`src/rtl/jk_counter_register.sv`:
```
// Multi-bit JK register with load, modulo up/down count and registered Wrap/Changed pulses.
// Optional macro JK_COUNTER_SATURATE_EN: counting stops at the limits instead of wrapping.
module jk_counter_register #(
  parameter int unsigned WIDTH       = 4,
  parameter int unsigned MAX_VALUE   = 9,
  parameter int unsigned RESET_VALUE = 0
) (
  input  logic             Clock,
  input  logic             Clear,
  input  logic             Enable,
  input  logic [1:0]       Mode,
  input  logic [WIDTH-1:0] J,
  input  logic [WIDTH-1:0] K,
  input  logic [WIDTH-1:0] Load_Data,
  output logic [WIDTH-1:0] Q,
  output logic [WIDTH-1:0] Qbar,
  output logic             Wrap,
  output logic             Changed
);

  localparam logic [WIDTH-1:0] MAX_Q   = WIDTH'(MAX_VALUE);
  localparam logic [WIDTH-1:0] RESET_Q = WIDTH'(RESET_VALUE);

  localparam logic [1:0] MODE_JK   = 2'b00;
  localparam logic [1:0] MODE_LOAD = 2'b01;
  localparam logic [1:0] MODE_UP   = 2'b10;
  localparam logic [1:0] MODE_DOWN = 2'b11;

  logic [WIDTH-1:0] q_next;
  logic             wrap_next;

  // Next-state selection; a limit hit in either count direction raises wrap_next.
  always_comb begin
    q_next    = Q;
    wrap_next = 1'b0;
    if (Enable) begin
      case (Mode)
        MODE_JK:   q_next = (J & ~Q) | (~K & Q);
        MODE_LOAD: q_next = Load_Data;
        MODE_UP: begin
          if (Q >= MAX_Q) begin
`ifdef JK_COUNTER_SATURATE_EN
            q_next = MAX_Q;
`else
            q_next = '0;
`endif
            wrap_next = 1'b1;
          end else begin
            q_next = Q + WIDTH'(1);
          end
        end
        MODE_DOWN: begin
          if (Q == '0) begin
`ifdef JK_COUNTER_SATURATE_EN
            q_next = '0;
`else
            q_next = MAX_Q;
`endif
            wrap_next = 1'b1;
          end else begin
            q_next = Q - WIDTH'(1);
          end
        end
        default: q_next = Q;
      endcase
    end
  end

  // Qbar is registered from the same next value so it can never disagree with Q.
  always_ff @(posedge Clock) begin
    if (Clear) begin
      Q       <= RESET_Q;
      Qbar    <= ~RESET_Q;
      Wrap    <= 1'b0;
      Changed <= 1'b0;
    end else begin
      Q       <= q_next;
      Qbar    <= ~q_next;
      Wrap    <= wrap_next;
      Changed <= (q_next != Q);
    end
  end

endmodule

```
`config.mk`:
```
export PLATFORM = sky130hd
export DESIGN_NAME = jk_counter_register
export DESIGN_NICKNAME = d
export VERILOG_FILES = /design/src/rtl/jk_counter_register.sv
export SDC_FILE = /design/constraint.sdc
export NUM_CORES = 1
export LEC_CHECK = 0
export CAP_MARGIN = 20
export CORE_ASPECT_RATIO = 1.2
export CORE_MARGIN = 2
export CORE_UTILIZATION = 44
export CTS_BUF_LIST = sky130_fd_sc_hd__clkbuf_16
export DETAILED_ROUTE_END_ITERATION = 12
export MAX_ROUTING_LAYER = met4
export PLACE_DENSITY_LB_ADDON = 0.05
export SYNTH_ARGS = -nofsm -noshare
export SYNTH_HDL_FRONTEND = slang
export SYNTH_SLANG_ARGS = --single-unit
```
`constraint.sdc`:
```
create_clock -name Clock -period 2.7 [get_ports Clock]
set_input_delay 0.27 -clock Clock [delete_from_list [all_inputs] [get_ports Clock]]
set_output_delay 0.27 -clock Clock [all_outputs]
set_load 0.02 [all_outputs]
```
### After elaboration in Yosys (flattened, before gate mapping)

Cells that the tools add are included.

* register bits: 10
* latch bits: 0
* RAM bits: 0
* bits in read-only memories: 0
* input bits: 17
* output and inout bits: 10
* word-level logic and storage cells: 28
* memories kept: 0

* $add $sub $neg: 2
* multiply operators: 0
* div/mod/pow operators: 0
* magnitude comparators: 1
* equality and inequality tests: 4
* shift operators: 0
* muxes and demuxes: 7
* bitwise logic cells: 7
* reductions and logical operators: 3

Operator list (count)
* $pmux 4 s4: 1
* $mux 4: 3
* $not 4->4: 3
* $and 4x4->4: 2
* $add 4x1->4 const B: 1
* $eq 2x2->1 const B: 2
* $ge 4x4->1 const B: 1
* $logic_not 4->1: 1
* $ne 4x4->1: 1
* $or 4x4->4: 1
* $sub 4x1->4 const B: 1
* $eq 2x1->1 const B: 1
* $logic_not 2->1: 1
* $mux 1: 2
* $pmux 1 s2: 1
* $reduce_or 2->1: 1
* $not 1->1: 1

### Logic depth before layout (Yosys ltp)

* depth after elaboration: 6
* gate-level depth with buffers: 8
* gate-level depth less buffers: 8

### Least setup slack after synthesis

OpenSTA, ideal clock, no wires.

* path kind: reg2reg
* start point: register Q[1]
* end point: register Changed
* library setup time: 0.120 ns
* data arrival time: 2.095 ns
* required time: 2.580 ns
* slack: 0.485 ns
* cell stages (with the launch flop): 9
* buffers on the path: 0
* period minus slack after synthesis: 2.215 ns
* cell sequence: dfxtp_1 -> inv_1 -> ha_1 -> or3b_4 -> a2111oi_4 -> o32ai_1 -> a22oi_2 -> o211a_1 -> o22ai_1

* cells in the longest elaborated chain, start to end: 6
* elaborated cells between the ends (all ways): 13
* classes of those cells: 2 x add/sub; 1 x order compare; 1 x eq/ne; 4 x mux; 4 x bitwise; 1 x reduce/logical

Ends and longest elaborated chain
* from (decl): line 15 `output logic [WIDTH-1:0] Q,`
* from (signal assigned): line 77 `Q <= q_next;`
* branches (longest 5 deep; another with $sub 4x1->4)
* $ne 4x4->1 *: line 80 `Changed <= (q_next != Q);`
* to (signal assigned): line 80
* to (decl): line 18 `output logic Changed`

Mark *: on every way between the ends.
A chain may end at the register's enable or synchronous reset.

### Worst setup path after layout

* start point: register Q[0]
* end point: register Changed

Same word-level chain as after synthesis.

==> summary.json <==
{
  "hpwl": {"value": 1600, "unit": "um"},
  "avgSynthCellArea": {"value": 8.08, "unit": "um^2"},
  "setup_total_negative_slack": {"value": 0, "unit": "ns"},
  "worst-slew-pin-transition": {"value": 0.511, "unit": "ns"},
  "pin_count": {"value": 27},
  "synth-edff-count": {"value": 0},
  "worstSetupStartpointType": {"value": "flop"},
  "hold_violations": {"value": 0},
  "critical_path.max_fanout": {"value": 10},
  "synth.net_count": {"value": 117},
  "overflow": {"value": 0},
  "area_growth": {"value": 44.5, "unit": "%"},
  "fillers": {"value": 138},
  "cts_tree": {"value": "built"},
  "cts.htree.levels": {"value": 1},
  "clkSlewWorstSetupHoldPaths": {"value": 0.04, "unit": "ns"},
  "hold_depth": {"value": 2},
  "drv_slew": {"value": 0},
  "synthMostInstantiatedCell": {"value": "sky130_fd_sc_hd__dfxtp_1"},
  "detailedRoute.firstIterationViolations": {"value": 29},
  "ff2ff_setup_slack": {"value": 0.52, "unit": "ns"},
  "final_cell_count_no_fill": {"value": 141},
  "initial_utilization": {"value": 47.3, "unit": "%"},
  "instance_count_of_the_mapped_netlist": {"value": 96},
  "netlist_top_cells_count": {"value": "10 x sky130_fd_sc_hd__dfxtp_1, 9 x sky130_fd_sc_hd__nand2_1, 8 x sky130_fd_sc_hd__a21oi_1, 7 x sky130_fd_sc_hd__inv_1, 6 x sky130_fd_sc_hd__nor2_1"},
  "timing.clock.skew": {"value": 0.00415, "unit": "ns"},
  "yosysWarnings": {"value": 0},
  "final_design_area_no_fill": {"value": 0.00112, "unit": "mm^2"},
  "numCtsBuffers": {"value": 3},
  "maxSlewHeadroom": {"value": 65.9, "unit": "%"},
  "drive_above_1_share": {"value": 8.94, "unit": "%"},
  "wire_length_of_the_first_global_routing_pass": {"value": 3320, "unit": "um"},
  "area_contributors_post_synth": {"value": "sky130_fd_sc_hd__dfxtp_1 26%, sky130_fd_sc_hd__ha_1 6.5%, sky130_fd_sc_hd__a21oi_1 5.2%"},
  "outcome": {"value": "completed"},
  "post-synth-top-area-fraction": {"value": 25.8, "unit": "%"},
  "clock-root-buffer": {"value": "sky130_fd_sc_hd__clkbuf_16"},
  "die_height": {"value": 50.0, "unit": "um"},
  "rsz0062_at_grt": {"value": "false"},
  "cts_buffer_depth": {"value": 2},
  "gpl.final_weighted_congestion": {"value": 0.919},
  "detail_route.wirelength": {"value": 2040, "unit": "um"},
  "numPlacedInstances": {"value": 137},
  "antenna_violating_nets_post_route": {"value": 0},
  "critical_path.endpoint_type": {"value": "flop"},
  "critical_path_arrival": {"value": 2.29, "unit": "ns"},
  "max_cap_viol_count": {"value": 0},
  "port_buf_inserts": {"value": 26},
  "ctsResizeCount": {"value": 0},
  "synth_seq_cells": {"value": 10},
  "synth_ff_type": {"value": "sky130_fd_sc_hd__dfxtp_1"},
  "clock_insertion_delay_worst_skew": {"value": 0.24, "unit": "ns"},
  "cts.sinks": {"value": 10},
  "cts.repair_timing.setup_buffer_count": {"value": 0},
  "final_period_minus_worst_setup_slack": {"value": 2.18, "unit": "ns"},
  "core": {"value": 0.00164, "unit": "mm^2"},
  "detailed_place.area": {"value": 0.00104, "unit": "mm^2"},
  "route.detailed.vias_per_inst": {"value": 5.77},
  "netlist-cell-type-count": {"value": 39},
  "avgRoutedWirePerCell": {"value": 14.5, "unit": "um"},
  "worst_hold_path_type": {"value": "flop to flop"},
  "setup_viol_count_final": {"value": 0},
  "dr.pass1.iters": {"value": 4},
  "yosysSeqAreaShare": {"value": 25.8, "unit": "%"},
  "groute.usage.overall": {"value": 20.7, "unit": "%"},
  "finalCritPeriodShare": {"value": 80.6, "unit": "%"},
  "syn-cell-area": {"value": 776, "unit": "um^2"},
  "required": {"value": 2.81, "unit": "ns"},
  "die_x": {"value": 42.3, "unit": "um"},
  "placementRows": {"value": 16},
  "leakage_power": {"value": 0.448, "unit": "nW"},
  "drc_errors": {"value": 0},
  "largest_net_degree_at_the_start_of_global_routing": {"value": 14},
  "design.final.nets": {"value": 145},
  "timing.fmax": {"value": 0.460, "unit": "GHz"},
  "floorplan.die_area": {"value": 0.00212, "unit": "mm^2"},
  "antenna_violations_before_repair": {"value": 0},
  "critical_setup_path_class": {"value": "flop to flop"},
  "p_per_area": {"value": 544, "unit": "mW/mm^2"},
  "synth_top_cell_by_area": {"value": "sky130_fd_sc_hd__dfxtp_1"},
  "num_antenna_cells": {"value": 0},
  "reg2regPathDepth": {"value": 8},
  "vdd_ir_drop_max": {"value": 489, "unit": "uV"},
  "via_count_of_the_first_global_routing_pass": {"value": 734},
  "postSynth.asyncResetShare": {"value": 0, "unit": "%"},
  "cts_hold_buffers": {"value": 0},
  "detailroute.via_count": {"value": 813}
}
path summary, 6_finish.rpt:
path,start,endpoint
setup / recovery,Q[0],Changed
hold / removal,Q[0],Q[0]
setup reg to reg,Q[0],Changed
hold reg to reg,Q[0],Q[0]
registers in the layout (all words and copies together) (netlist names):
register / count
Changed: 1
Q: 4
Qbar: 4
Wrap: 1
final cells by class:
type	instances	area, um^2	area share, %
multi-input cells	73	518	46.2
repair buffers	27	268	23.9
flip-flops and latches	10	200	17.9
clock buffers	3	75.1	6.70
inverters	9	33.8	3.01
well taps	18	22.5	2.01
clock inverters	1	3.75	0.335
placed cells by master (no fill, tap or decap), drive strengths merged, types with 4 or more instances in the layout:
| master | netlist | routed |
|---|---|---|
| clkdlybuf4s50 | 0 | 26 |
| dfxtp | 10 | 10 |
| a21oi | 8 | 8 |
| inv | 9 | 9 |
| ha | 4 | 4 |
| nor2 | 6 | 6 |
| nand2 | 9 | 9 |
through the flow:
step	total power [mW]	hold slack (ns)	setup slack, ns	utilization, %
final	0.610	0.645	0.524	68.3
after global routing	0.637	0.699	0.296	68.3
after CTS	0.615	0.647	0.511	68.3
after detailed placement	0.352	0.640	0.379	63.5
after global placement	0.350	0.640	0.422	63.5
after floorplan	0.282	0.339	0.485	-
logic make-up (layout without fill, tap and decap cells):
group,count (synthesis),after routing,share of synthesized area (%)
buf+inv,13,40,7.42
compound gates,32,32,33.1
flops,10,10,25.8
fa+ha+maj,4,4,6.45
mux,1,1,1.29
simple gates,35,35,24.8
xor+xnor,1,1,1.13
per-layer routing:
metal | up-vias | global-route usage (%) | wire length [um]
met4 | 0 | 11.5 | 55
met3 | 6 | 1.47 | 107
met1 | 367 | 25.7 | 879
met2 | 36 | 32.8 | 1000
li1 | 404 | - | -
met5 | - | - | 0
critical path, stage by stage (launching register included):
cell and delay [ns]:
sky130_fd_sc_hd__dfxtp_1 0.52, sky130_fd_sc_hd__inv_2 0.10, sky130_fd_sc_hd__ha_1 0.25, sky130_fd_sc_hd__nor3b_1 0.18
sky130_fd_sc_hd__o32ai_1 0.30, sky130_fd_sc_hd__o221ai_1 0.25, sky130_fd_sc_hd__a22oi_2 0.23, sky130_fd_sc_hd__o211a_1 0.15
sky130_fd_sc_hd__o22ai_1 0.07
where the power goes:
group	internal, mW	total (mW)	leakage (nW)	switching [mW]
logic	0.0890	0.176	0.326	0.0865
registers	0.161	0.176	0.0827	0.0150
clock network	0.194	0.259	0.0385	0.0649
total	0.443	0.610	0.448	0.166
No activity file was read; power rests on OpenSTA's default activity.
